--- src/rtl/conv_dw_seq_ctrl.sv ---
// conv_dw_seq_ctrl: channel sequencer for a single-channel depthwise KxK convolver.
// Per channel: load K*K weights, clear convolver, stream the fmap, drain and store results.
//
// Ports:
//   clk, global_rst_n        clock, async active-low reset
//   i_start / o_busy / o_done / o_err   job control and status (o_err sticky)
//   o_w_addr/o_w_rd/i_w_data weight memory port (read latency 1)
//   o_weight                 packed weights, word k at [W_BW*k +: W_BW]
//   o_f_addr/o_f_rd/i_f_data fmap memory port (read latency 1)
//   o_fmap/o_ce/o_conv_rst   convolver pixel, clock enable, synchronous clear
//   i_conv_result/i_valid_conv  convolver output
//   o_res_addr/o_res_we/o_res_data  result buffer write port
//
// Optional feature macro: CONV_SEQ_PAUSE_EN adds input i_pause, which stalls
// streaming and drain without skipping or repeating pixels.
module conv_dw_seq_ctrl #(
    parameter int I_BW         = 8,
    parameter int W_BW         = 8,
    parameter int O_CONV_BW    = 20,
    parameter int IF_SIZE_CONV = 28,
    parameter int K_SIZE       = 5,
    parameter int N_CH         = 4,
    parameter int A_BW         = 16,
    parameter int DRAIN_MAX    = 64
) (
    input  logic                          clk,
    input  logic                          global_rst_n,
    input  logic                          i_start,
`ifdef CONV_SEQ_PAUSE_EN
    input  logic                          i_pause,
`endif
    output logic                          o_busy,
    output logic                          o_done,
    output logic                          o_err,
    output logic [A_BW-1:0]               o_w_addr,
    output logic                          o_w_rd,
    input  logic [W_BW-1:0]               i_w_data,
    output logic [K_SIZE*K_SIZE*W_BW-1:0] o_weight,
    output logic [A_BW-1:0]               o_f_addr,
    output logic                          o_f_rd,
    input  logic [I_BW-1:0]               i_f_data,
    output logic [I_BW-1:0]               o_fmap,
    output logic                          o_ce,
    output logic                          o_conv_rst,
    input  logic [O_CONV_BW-1:0]          i_conv_result,
    input  logic                          i_valid_conv,
    output logic [A_BW-1:0]               o_res_addr,
    output logic                          o_res_we,
    output logic [O_CONV_BW-1:0]          o_res_data
);

    localparam int OF   = IF_SIZE_CONV - K_SIZE + 1;
    localparam int NPIX = IF_SIZE_CONV * IF_SIZE_CONV;
    localparam int NK   = K_SIZE * K_SIZE;
    localparam int OFOF = OF * OF;
    localparam int CH_W = (N_CH > 1) ? $clog2(N_CH) : 1;
    localparam int DR_W = $clog2(DRAIN_MAX + 1);

    localparam logic [A_BW-1:0] ONE_A  = A_BW'(1);
    localparam logic [A_BW-1:0] NK_A   = A_BW'(NK);
    localparam logic [A_BW-1:0] NKM1_A = A_BW'(NK - 1);
    localparam logic [A_BW-1:0] NPIX_A = A_BW'(NPIX);
    localparam logic [A_BW-1:0] NPM1_A = A_BW'(NPIX - 1);
    localparam logic [A_BW-1:0] OFOF_A = A_BW'(OFOF);
    localparam logic [CH_W-1:0] LAST_CH = CH_W'(N_CH - 1);
    localparam logic [DR_W-1:0] DR_LAST = DR_W'(DRAIN_MAX - 1);

    // Every fmap address of the job must be representable.
    if (longint'(N_CH) * longint'(NPIX) > (longint'(1) << A_BW)) begin : g_addr_chk
        $error("conv_dw_seq_ctrl: N_CH*NPIX does not fit in A_BW");
    end

    typedef enum logic [2:0] {
        S_IDLE,
        S_LOADW,
        S_CLEAR,
        S_STREAM,
        S_DRAIN,
        S_DONE
    } state_t;

    state_t                        state_q;
    logic [CH_W-1:0]               ch_q;
    logic [A_BW-1:0]               k_q;
    logic [A_BW-1:0]               cidx_q;
    logic                          cap_q;
    logic                          w_rd_q;
    logic [A_BW-1:0]               w_addr_q;
    logic [NK*W_BW-1:0]            weight_q;
    logic [A_BW-1:0]               p_q;
    logic                          f_rd_q;
    logic [A_BW-1:0]               f_addr_q;
    logic                          fvld_q;
    logic                          ce_q;
    logic                          conv_rst_q;
    logic [A_BW-1:0]               out_cnt_q;
    logic [DR_W-1:0]               drain_cnt_q;
    logic                          res_we_q;
    logic [A_BW-1:0]               res_addr_q;
    logic [O_CONV_BW-1:0]          res_data_q;
    logic                          busy_q;
    logic                          done_q;
    logic                          err_q;

    logic                          pause;
`ifdef CONV_SEQ_PAUSE_EN
    assign pause = i_pause;
`else
    assign pause = 1'b0;
`endif

    logic [A_BW-1:0] ch_a;
    logic [A_BW-1:0] nxt_w_addr_d;
    logic [A_BW-1:0] res_addr_d;
    logic [A_BW-1:0] f_base_d;
    logic            in_run;
    logic            res_ok;
    logic            drain_fin;
    logic            drain_to;
    logic            last_ch;

    assign ch_a         = A_BW'(ch_q);
    assign nxt_w_addr_d = (ch_a + ONE_A) * NK_A;
    assign res_addr_d   = ch_a * OFOF_A + out_cnt_q;
    assign f_base_d     = ch_a * NPIX_A;
    assign in_run       = (state_q == S_STREAM) || (state_q == S_DRAIN);
    assign res_ok       = in_run && (out_cnt_q < OFOF_A);
    assign drain_fin    = (out_cnt_q == OFOF_A);
    // drain_cnt counts completed drain cycles, so this is the DRAIN_MAX-th one
    assign drain_to     = (drain_cnt_q == DR_LAST);
    assign last_ch      = (ch_q == LAST_CH);

    always_ff @(posedge clk or negedge global_rst_n) begin
        if (!global_rst_n) begin
            state_q     <= S_IDLE;
            ch_q        <= '0;
            k_q         <= '0;
            cidx_q      <= '0;
            cap_q       <= 1'b0;
            w_rd_q      <= 1'b0;
            w_addr_q    <= '0;
            weight_q    <= '0;
            p_q         <= '0;
            f_rd_q      <= 1'b0;
            f_addr_q    <= '0;
            fvld_q      <= 1'b0;
            ce_q        <= 1'b0;
            conv_rst_q  <= 1'b0;
            out_cnt_q   <= '0;
            drain_cnt_q <= '0;
            res_we_q    <= 1'b0;
            res_addr_q  <= '0;
            res_data_q  <= '0;
            busy_q      <= 1'b0;
            done_q      <= 1'b0;
            err_q       <= 1'b0;
        end else begin
            conv_rst_q <= 1'b0;
            done_q     <= 1'b0;
            res_we_q   <= 1'b0;
            fvld_q     <= 1'b0;

            // Weight words return one cycle after their read.
            cap_q  <= w_rd_q;
            cidx_q <= k_q;
            for (int i = 0; i < NK; i++) begin
                if (cap_q && (cidx_q == A_BW'(i))) begin
                    weight_q[i*W_BW +: W_BW] <= i_w_data;
                end
            end

            if (i_valid_conv) begin
                if (res_ok) begin
                    res_we_q   <= 1'b1;
                    res_data_q <= i_conv_result;
                    res_addr_q <= res_addr_d;
                    out_cnt_q  <= out_cnt_q + ONE_A;
                end else begin
                    err_q <= 1'b1;
                end
            end

            unique case (state_q)
                S_IDLE: begin
                    if (i_start) begin
                        state_q  <= S_LOADW;
                        busy_q   <= 1'b1;
                        err_q    <= 1'b0;
                        ch_q     <= '0;
                        w_rd_q   <= 1'b1;
                        w_addr_q <= '0;
                        k_q      <= '0;
                    end
                end
                S_LOADW: begin
                    if (k_q == NK_A) begin
                        state_q    <= S_CLEAR;
                        conv_rst_q <= 1'b1;
                    end else if (k_q == NKM1_A) begin
                        w_rd_q <= 1'b0;
                        k_q    <= NK_A;
                    end else begin
                        k_q      <= k_q + ONE_A;
                        w_addr_q <= w_addr_q + ONE_A;
                    end
                end
                S_CLEAR: begin
                    out_cnt_q   <= '0;
                    drain_cnt_q <= '0;
                    p_q         <= '0;
                    f_rd_q      <= 1'b1;
                    f_addr_q    <= f_base_d;
                    state_q     <= S_STREAM;
                end
                S_STREAM: begin
                    // A paused read is repeated later at the same address,
                    // so its returning data is not marked as a pixel.
                    ce_q   <= !pause;
                    fvld_q <= !pause;
                    if (!pause) begin
                        if (p_q == NPM1_A) begin
                            f_rd_q  <= 1'b0;
                            state_q <= S_DRAIN;
                        end else begin
                            p_q      <= p_q + ONE_A;
                            f_addr_q <= f_addr_q + ONE_A;
                        end
                    end
                end
                S_DRAIN: begin
                    if (drain_fin || (drain_to && !pause)) begin
                        ce_q <= 1'b0;
                        if (!drain_fin) begin
                            err_q <= 1'b1;
                        end
                        if (last_ch) begin
                            state_q <= S_DONE;
                            done_q  <= 1'b1;
                        end else begin
                            ch_q     <= ch_q + CH_W'(1);
                            state_q  <= S_LOADW;
                            w_rd_q   <= 1'b1;
                            w_addr_q <= nxt_w_addr_d;
                            k_q      <= '0;
                        end
                    end else begin
                        ce_q <= !pause;
                        if (!pause) begin
                            drain_cnt_q <= drain_cnt_q + DR_W'(1);
                        end
                    end
                end
                S_DONE: begin
                    state_q <= S_IDLE;
                    busy_q  <= 1'b0;
                end
                default: begin
                    state_q <= S_IDLE;
                end
            endcase
        end
    end

    assign o_busy     = busy_q;
    assign o_done     = done_q;
    assign o_err      = err_q;
    assign o_w_addr   = w_addr_q;
    assign o_w_rd     = w_rd_q;
    assign o_weight   = weight_q;
    assign o_f_addr   = f_addr_q;
    assign o_f_rd     = f_rd_q;
    assign o_fmap     = fvld_q ? i_f_data : '0;
    assign o_ce       = ce_q;
    assign o_conv_rst = conv_rst_q;
    assign o_res_addr = res_addr_q;
    assign o_res_we   = res_we_q;
    assign o_res_data = res_data_q;

endmodule
--- config.mk ---
export PLATFORM = sky130hd
export DESIGN_NAME = conv_dw_seq_ctrl
export DESIGN_NICKNAME = d
export VERILOG_FILES = /design/src/rtl/conv_dw_seq_ctrl.sv
export SDC_FILE = /design/constraint.sdc
export NUM_CORES = 1
export LEC_CHECK = 0
export ABC_AREA = 1
export CORE_MARGIN = 1
export CORE_UTILIZATION = 43
export DETAILED_ROUTE_END_ITERATION = 16
export PLACE_DENSITY_LB_ADDON = 0.1
export SYNTH_ARGS = -nofsm -noshare
export SYNTH_HDL_FRONTEND = slang
export SYNTH_SLANG_ARGS = --single-unit
--- constraint.sdc ---
create_clock -name clk -period 2.5 [get_ports clk]
set_clock_uncertainty 0.1 [all_clocks]
set_input_delay 0.375 -clock clk [delete_from_list [all_inputs] [get_ports clk]]
set_output_delay 0.375 -clock clk [all_outputs]
set_load 0.05 [all_outputs]
* Word level (Yosys, flattened, before mapping)
Cells that the tools add are included.
** Word-level totals
- Bits in registers :: 354
- Input port bits :: 40
- Output and inout bits :: 284
- Logic and storage cells :: 209
** Cells by class
- Add/subtract/negate cells :: 9
- $mul :: 3
- Magnitude comparators :: 1
- Equal/unequal tests :: 45
- Muxes and demuxes :: 56
- Reduce and logical (&&, ||, !) cells :: 49
** Operators with widths (count)
- 2-to-1 mux 16 bit :: 14
- equality test 16 x 5 -> 1 bit (second input constant) :: 11
- equality test 16 x 4 -> 1 bit (second input constant) :: 8
- one-hot mux 16 bit (3 select lines) :: 2
- adder 16 x 1 -> 16 bit (second input constant) :: 5
- equality test 16 x 3 -> 1 bit (second input constant) :: 4
- one-hot mux 16 bit (2 select lines) :: 2
- equality test 16 x 10 -> 1 bit (second input constant) :: 2
- equality test 16 x 2 -> 1 bit (second input constant) :: 2
- logical AND 1 bit :: 26
- 2-to-1 mux 1 bit :: 20
- adder 12 x 16 -> 16 bit :: 1
- equality test 16 x 1 -> 1 bit (second input constant) :: 1
- zero test 16 bit :: 1
- less-than comparator 16 x 10 -> 1 bit (second input constant) :: 1
- != test 2 bit (second input constant) :: 8
- 2-to-1 mux 3 bit :: 5
- one-hot mux 3 bit (5 select lines) :: 1
- one-hot mux 7 bit (2 select lines) :: 1
- nonzero test 2 bit :: 7
- AND reduction 2 bit :: 6
- AND reduction 6 bit :: 2
- multiplier 2 x 6 -> 8 bit (second input constant) :: 1
- multiplier 3 x 5 -> 8 bit (second input constant) :: 1
- other kinds (21) :: 31

* Depth between registers and ports, before layout
Gate-level depths: netlist (run 1).
- Depth in word-level cells :: 8
- Gate-level depth with buffers :: 14
- Gate-level depth less buffers :: 13

* Least setup slack after synthesis (run 1)
OpenSTA, ideal clock, no wires.
- Path kind :: flip-flop to flip-flop
- Start point :: register w_addr_q[0], in the netlist o_w_addr[0]
- End point :: register w_addr_q[8], in the netlist o_w_addr[8]
- Setup time :: 65 ps
- Arrival time :: 1699 ps
- Data required time :: 2335 ps
- Path slack :: 636 ps
- Cell stages (with the launch flop) :: 9
- Buffers on the path :: 0
- Period minus slack after synthesis :: 1864 ps
- Cell sequence :: dfrtp_1 > ha_1 > nand2_1 > nor2_1 > nand2_1 > xor2_1 > nor2_1 > nand2_1 > nand2_1
** On the way
- Longest elaborated chain between the ends :: 4
** Ends and longest elaborated chain
- start, declared :: line 88 : logic [A_BW-1:0] w_addr_q;
- start signal, assigned :: line 204 : w_addr_q <= w_addr_q + ONE_A;
- start signal, assigned :: line 243 : w_addr_q <= nxt_w_addr_d;
- adder 16 x 1 -> 16 bit :: line 204
- 2-to-1 mux 16 bit :: line 199 : end else if (k_q == NKM1_A) begin
- 2-to-1 mux 16 bit :: line 196 : if (k_q == NK_A) begin
- one-hot mux 16 bit (3 select lines) :: line 183 : unique case (state_q)
Every way passes these cells. The select of a mux whose other input is x is not followed.
A chain may end at the register's enable or synchronous reset.

* Worst setup path in the final report (run 1)
- Start point :: register f_addr_q[0], in the netlist o_f_addr[0]
- End point :: output o_f_addr[0]
** RTL lines
- start, declared :: line 92 : logic [A_BW-1:0] f_addr_q;
- start signal, assigned :: line 212 : f_addr_q <= f_base_d;
- start signal, assigned :: line 226 : f_addr_q <= f_addr_q + ONE_A;
- end, declared :: line 39 : output logic [A_BW-1:0] o_f_addr,
No word-level cell between the ends.

==> metrics list, run 1 <==
* Startpoint of the worst-slack reg-to-reg timing path: state_q[0]
- Outcome: completed
- Using the TritonRoute via totals, the vias-per-cell ratio works out to 5.03.
- Number of nets with antenna violations after routing: 0
- Clock slew at the register clock pins of the worst setup and hold paths: 0.06 ns
* Row cnt: between 60 and 70
- Count of non-filler cells in the finished layout: roughly 2,600
- In the routed design, unresolved DRC markers number 0.
- Counting flops with an async set or reset pin after synthesis yields a share of 100%.
* Unrepaired setup endpoints after global routing: false
- DIE HEIGHT: ~190 microns
* Sum of routed wire length over all layers: approximately 43,000 microns
- Max_slew headroom: 56.4%
- Most frequent cells after synthesis: 596 x nand2_1, 354 x dfrtp_1, 239 x o21ai_0, 125 x inv_1, 125 x nor2_1
- Floorplan die area: between 30,000 and 40,000 sq um
- Of the cells placed in the final design, the portion with a size suffix greater than 1 is between 5 and 6%.
- The final count of pins violating max slew came to 0.
- Sorting the synthesized cells by area gives the leading types as dfrtp_1 58%, nand2_1 15%, o21ai_0 7.8%.
* Pin count of the biggest net entering global routing: just under 80
- For this configuration, the core starts out at a cell density of between 40% and 50%.
- Area share of the largest cell type after synthesis: around 58%
- The die is around 190 microns wide.
- Post-Place Cell Area: 19,200 sq um
* CTS Root Buffer Type: clkbuf_16
- CTS Buf Count: 39
* Power per standard cell area: ~600 nW/um^2
* Met3 track demand over resource: 3.98%
* Clock latency of the later-clocked register in the worst-skew pair: between 0.5 and 0.6 ns
* H-tree depth: 2
- The initial antenna violation count was 0.
- The critical path starts at o_f_addr[0].
* Core area: 34,800 sq um
- Final weighted congestion of routability-driven global placement: just under 0.9
* Average wire per cell in the routed design: roughly 16 microns
* Worst hold margin: 0.283 ns
* Cell accounting for the most synthesized area: dfrtp_1
* Highest fanout seen on the critical path: 5
* Part of the Yosys area used for sequential elements: 57.7%
* Worst-margin pin slew: about 0.65 ns
* Critical path required time: ~2.0 ns
- Post-synthesis instance area: between 15,000 and 20,000 sq um
- In the synthesized netlist the dominant register cell turns out to be dfrtp_1.
- Warnings from Yosys: 0
- Setup crit start kind: register
- Before CTS, the worst setup slack after placement is ~0.34 ns.
* Count of unique library cells instantiated by Yosys: 38
- R2R Path End: o_w_addr[3]
- Number of storage elements in the synthesis netlist: 354
- After technology mapping, the gate count stands at ~1,800.
- IR drop worst, VDD: roughly 0.57 mV
* # placed instances: about 2,500
- Worst reg2reg path depth: 10
* CP Buf/Inv Count: 1
* Via count of the first global-routing pass: roughly 12,000
* Critical path's largest stage delay: between 0.8 and 0.9 ns
* Fmax: between 0.4 and 0.5 GHz
* Drt first pass iters: 7
- Final count of negative-setup-slack endpoints: 0
- For the worst setup path, the data arrival time is between 1.5 and 2 ns.
- Fin crit share: 94.3%
- Setup slack of the worst register-to-register path: approximately 0.3 ns
- Number of nets at the end of the flow: 2,183
* Min-delay worst type: in2async
* Global-route wire length before repair: 67,800 microns
* Cell breakdown of the critical path: clkdlybuf4s50_1
- Clock Sinks: 354
- STA classifies the critical path endpoint as an output pin.
* Synth-to-Final Area Change: 32.9%
- The slowest stage of the critical path belongs to the cell clkdlybuf4s50_1.
* Met2 usage in global routing: a little under two fifths
* Leakage power total: a little under 10 nW
- When the netlist entered floorplanning its net count stood at between 1,500 and 2,000.
- The number of hold-slack violations in the final timing report is 0.
* Busiest metal layer after global routing: met2
* Cell with the most instances after synthesis: nand2_1
- Grt ovf: 0
- Summing internal, switching and leakage power gives 12.3 mW.
- Post-detail-place hpwl: between 20,000 and 30,000 microns
* Mean area per synthesized cell: roughly 8.6 sq um
* Max Buffers Root-to-Sink: 3
* Summed negative setup slack over all endpoints: 0 ns
- The worst path in the final design needs a cycle of approximately 2.4 ns, including I/O delays and setup.
* Clock tree from TritonCTS: yes
* Area of all placed cells without fillers: between 20,000 and 25,000 sq um
- The cell family contributing the most delay on the critical path is buffers and inverters.
- Vias post-DR: 13,100
* Quantity of I/O buffers inserted on ports: about 320
- Setup slack on the critical path of the routed design comes to ~0.14 ns.
* EDFF count, synth: 0
- Met1 Use GR: 32.2%
* Setup Crit Path Kind: reg2out
- Max-cap violations in this run came to 0.
- Number of DRC violations after detailed-routing iteration 0: 794
- ANT cells: 0
- Count of pins on the block boundary: ~320
- In the global route stage, overall resource usage came out at a little under a quarter.
* Finished Core Util: between 50% and 60%
-- how the worst max path moves through the flow --
stage	end	slack, ns	cells after the start
final	o_f_addr[0]	0.14	1
after global routing	o_f_addr[0]	0.08	1
after global placement	o_w_addr[7]	0.43	12
after detailed placement	o_w_addr[2]	0.34	10
after CTS	o_f_addr[6]	0.13	1
after floorplan	o_w_addr[8]	0.64	8
-- power breakdown --
part	total [mW]	switching [mW]	internal, mW
Sequential	5.92	0.0912	5.83
Clock	5.55	2.26	3.29
Combinational	0.869	0.591	0.278
-- layout by cell type (no fill, tap or decap), types with 5 or more instances in the layout --
cell | Yosys | routed
a21oi_1 | 14 | 14
o22ai_1 | 7 | 7
ha_1 | 18 | 18
nand2_1 | 596 | 596
clkdlybuf4s50_1 | 0 | 314
xor2_1 | 29 | 29
dfrtp_1 | 354 | 354
or2_2 | 6 | 6
nand4_1 | 20 | 20
clkbuf_16 | 0 | 40
o21ai_0 | 239 | 239
inv_1 | 125 | 125
nand2_2 | 5 | 5
clkbuf_1 | 46 | 13
nor2_1 | 125 | 125
inv_2 | 8 | 8
nor3_1 | 26 | 26
nand3_1 | 91 | 91
o21bai_1 | 5 | 5
o21ai_1 | 27 | 27
buf_4 | 7 | 39
clkbuf_8 | 0 | 8
-- layout make-up --
cell class | count | area, sq um
clock buffer | 61 | 1160
clock inverter | 7 | 78.8
fill | 3110 | 14400
inverter | 133 | 499
multi-input combinational | 1237 | 5700
sequential | 354 | 8860
tap | 455 | 569
timing repair buffer | 359 | 3540
-- flip-flops by register name, summed over array words and instances (netlist names), 2 cells and up --
signal and count:
o_weight 200, o_res_data 20, cidx_q 16, k_q 16, o_f_addr 16, o_res_addr 16
o_w_addr 16, out_cnt_q 16, p_q 16, drain_cnt_q 7, state_q 3, ch_q 2
-- timing repair --
item / CTS / global route
endpoints found under the hold margin: 55 / 0
setup buffers: 0 / 0
gates resized for setup: 0 / 0
hold buffers: 1 / 0
-- cells by family (layout without fill, tap and decap cells) --
logic type	count (synthesis)	after routing	share of synthesized area [%]
xor gates and xnor gates	31	31	1.77
DFF	354	354	57.7
buffers and inverters	201	560	5.20
adders and majority gates	19	19	1.60
AOI/OAI and AO/OA	299	299	9.98
and+or+nand+nor	888	888	23.7
-- routing by layer --
layer	share of wire, %	vias to the layer above
met5	0	-
met4	2.0	0
met3	6.9	63
met2	47	396
met1	44	6207
li1	-	6436
(Power assumes the default switching activity.)
==> run 2: changes to the inputs <==
clock period = 3 ns   (was 2.5 ns; I/O delays follow)
==> run 2 against run 1 <==
Count of clock-buffer cells in the layout down 2. Routed wire length down 0.26%. Flip-flop and latch count unchanged. Via count down 0.96%. Hold slack better by 0.052 ns. Setup slack better by 0.33 ns. Non-clock buffer count down 8. First-iteration DRC count down 2.9%. Register-to-register slack better by 0.38 ns. Largest cell class unchanged. Combinational power down 17%. Highest routed layer unchanged. Sequential power down 17%.
==> metrics list, run 2 (synthesized netlist as in run 1, its figures left out) <==
* CTS Buf Count: 39 (unchanged)
* Setup crit start kind: register (unchanged)
* Min Clock Period, post-route: ~2.5 ns
- The number of flip-flops in the largest register was 200 (unchanged).
* Horizontal extent of the die: 191 microns (unchanged)
- The sequential fraction of design power came to 45.9% (was 48.0%).
* Total Routing Usage GR: 23.6% (was 23.3%)
- The sum of negative setup slack was 0 ns (unchanged).
- Sum of routed wire length over all layers: 42,400 microns (was 42,500 microns)
- Drt first pass iters: 5 (was 7)
- Highest-delay cell along the critical path: clkdlybuf4s50_1 (unchanged)
* Min-delay worst type: in2reg (was in2async)
- Clock latency of the later-clocked register in the worst-skew pair: 0.55 ns (was 0.52 ns)
- Average wire per cell in the routed design: 16.3 microns (about the same)
* Clock slew at the register clock pins of the worst setup and hold paths: 0.06 ns (about the same)
- Timing would allow up to 0.395 GHz.
* Power per standard cell area: 524 nW/um^2 (was 605 nW/um^2)
* Max Buffers Root-to-Sink: 3 (unchanged)
- The CTS tree was yes (unchanged).
- Floorplan die area: 36,500 sq um (unchanged)
* Net Sw Frac: 23.5% (was 23.9%)
- The library cell used as clock root buffer is clkbuf_16 (unchanged).
- Most common cell after layout, fill and taps aside: nand2_1 (unchanged)
* Number of DRC violations after detailed-routing iteration 0: 771 (was 794)
- The peak ir drop on the vdd network was 0.453 mV (was 0.566 mV).
* Highest fanout seen on the critical path: 8 (was 5)
- CP delay by family, top: buffers and inverters (unchanged)
* Final weighted congestion of routability-driven global placement: 0.896 (was 0.887)
- Arrival @ worst endpoint: 1.98 ns (was 1.88 ns)
- ANT cells: 0 (unchanged)
- The number of remaining DRC errors is 0 (unchanged).
* Number of nets with antenna violations after routing: 0 (unchanged)
- The initial antenna violation count came to 0 (unchanged).
- Fin crit share: between 80% and 90%
- Combinational Power Share: 6.7% (was 7.0%)
* Pin count of the biggest net entering global routing: 81 (was 77)
* Max-cap violations: 0 (unchanged)
- Critical path required time: 2.45 ns (was 2.03 ns)
- Initial Utilization: 44.1% (unchanged)
- H-tree depth: 2 (unchanged)
- The via count of the first global-routing pass is 12,300 (was 12,400).
- The final count of pins violating max slew was 0 (unchanged).
- The number of top-level pins is 324 (unchanged).
* Unrepaired setup endpoints after global routing: false (unchanged)
- Most frequent cells in the layout: 596 x nand2_1, 354 x dfrtp_1, 322 x clkdlybuf4s50_1 (was 596 x nand2_1, 354 x dfrtp_1, 314 x clkdlybuf4s50_1).
* Global-route wire length before repair: 68,000 microns (was 67,800 microns)
- Worst hold margin: 0.335 ns (was 0.283 ns)
- The placeable core area was 34,800 sq um (unchanged).
- Quantity of I/O buffers inserted on ports: 323 (unchanged)
- CP endpoint kind: output pin (unchanged)
- Switching power: 2.53 mW (was 2.95 mW)
- The total buffers and inverters traversed by the critical path came to 2 (was 1).
- Cell breakdown of the critical path: nand2_1 -> inv_1 -> clkdlybuf4s50_1 (was clkdlybuf4s50_1).
* Worst-margin pin slew: 0.685 ns (was 0.653 ns)
- The HPWL after detailed placement is 29,200 microns (was 29,400 microns).
* Routed via count divided by cell count: 4.99 (was 5.03)
- The clock network fraction of total power is 47.4% (was 45.0%).
- The via count of the routed design came to 13,000 (was 13,100).
* Ratio of cells with drive above 1 in the final layout: 5.64% (was 6.00%)
- Post-CTS resize count: 0 (unchanged)
* Max_slew headroom: 54.2% (was 56.4%)
* Int Pwr: 8.22 mW (was 9.40 mW)
* Row cnt: 68 (unchanged)
- The number of hold buffers added after cts was 1 (unchanged).
* Setup Crit Path Kind: reg2out (unchanged)
* Count of buffers added by post-CTS timing repair for setup: 0 (unchanged)
- The area growth from synthesis to final layout is 33.6% (was 32.9%).
- Leakage power total: 9.75 nW (was 9.72 nW)
- The total congestion overflow is 0 (unchanged).
* DIE HEIGHT: 191 microns (unchanged)
* Number of nets at the end of the flow: 2,175 (was 2,183)
- Final count of negative-setup-slack endpoints: 0 (unchanged)
* Hold Violations, Final: 0 (unchanged)
* Clock Sinks: 354 (unchanged)
- Outcome: completed (unchanged).
- Critical path's largest stage delay: 0.81 ns (was 0.89 ns)
## run 2: changes by cell type in the layout (fill, tap and decap cells not counted), sizes merged
cell,previous run,this run
buf,44,28
clkdlybuf4s50,314,322
bufinv,1,5
clkbuf,61,59
inv,134,136
## run 2: stage by stage
stage                     power [mW]  worst slack (ns)  instance area, sq um  utilization, %  instances
after floorplan                 5.39              1.14                 15400               -       1792
final                           10.8             0.469                 20500            58.9       2602
after CTS                       10.9             0.457                 20500            58.9       2602
after detailed placement        5.75             0.620                 19100            54.9       2529
after global routing            11.2             0.391                 20500            58.9       2602
after global placement          5.74             0.647                 19100            54.9       2529
## run 2: area by class of cell
class / count / area [sq um]
Sequential cell: 354 / 8860
Timing Repair Buffer: 351 / 3500
Fill cell: 3157 / 14300
Clock buffer: 59 / 1160
Tap cell: 455 / 569
Clock inverter: 13 / 228
Multi-Input combinational cell: 1237 / 5700
Inverter: 133 / 499
## run 2: worst min-delay path: cells and delay by family
kind	cells	cell delay [ns]
AND/OR/NAND/NOR	2	0.10
buffers and inverters	1	0.39
## run 2: final timing paths
path | start | endpoint | slack (ns) | cells past startpoint
worst max-delay path | fvld_q | o_fmap[0] | 0.47 | 3
worst min-delay path | i_conv_result[19] | o_res_data[19] | 0.33 | 3
worst max register to register | cidx_q[5] | o_weight[168] | 0.68 | 5
worst min register to register | k_q[13] | cidx_q[13] | 0.34 | 0
max in group asynchronous | global_rst_n | o_weight[183] | 1.53 | 3
min in group asynchronous | global_rst_n | o_weight[115] | 0.37 | 2
## run 2: power groups by stage
| stage | logic (mW) | clock network [mW] | registers, mW |
|---|---|---|---|
| after CTS | 0.737 | 5.23 | 4.93 |
| after detailed placement | 0.731 | 0 | 5.02 |
| after global routing | 0.797 | 5.42 | 4.94 |
| final | 0.723 | 5.10 | 4.93 |
| after global placement | 0.726 | 0 | 5.01 |
| after floorplan | 0.215 | 0 | 5.17 |
## run 2: per-layer routing
layer	part of all wire [%]	GRT usage, %	wire length [microns]	vias to the layer above
met5	0	0	0	-
met4	1.4	5.38	600	0
met3	6.3	4.33	2680	46
met2	47	39.1	20100	311
met1	45	32.1	19000	6194
li1	-	-	-	6425
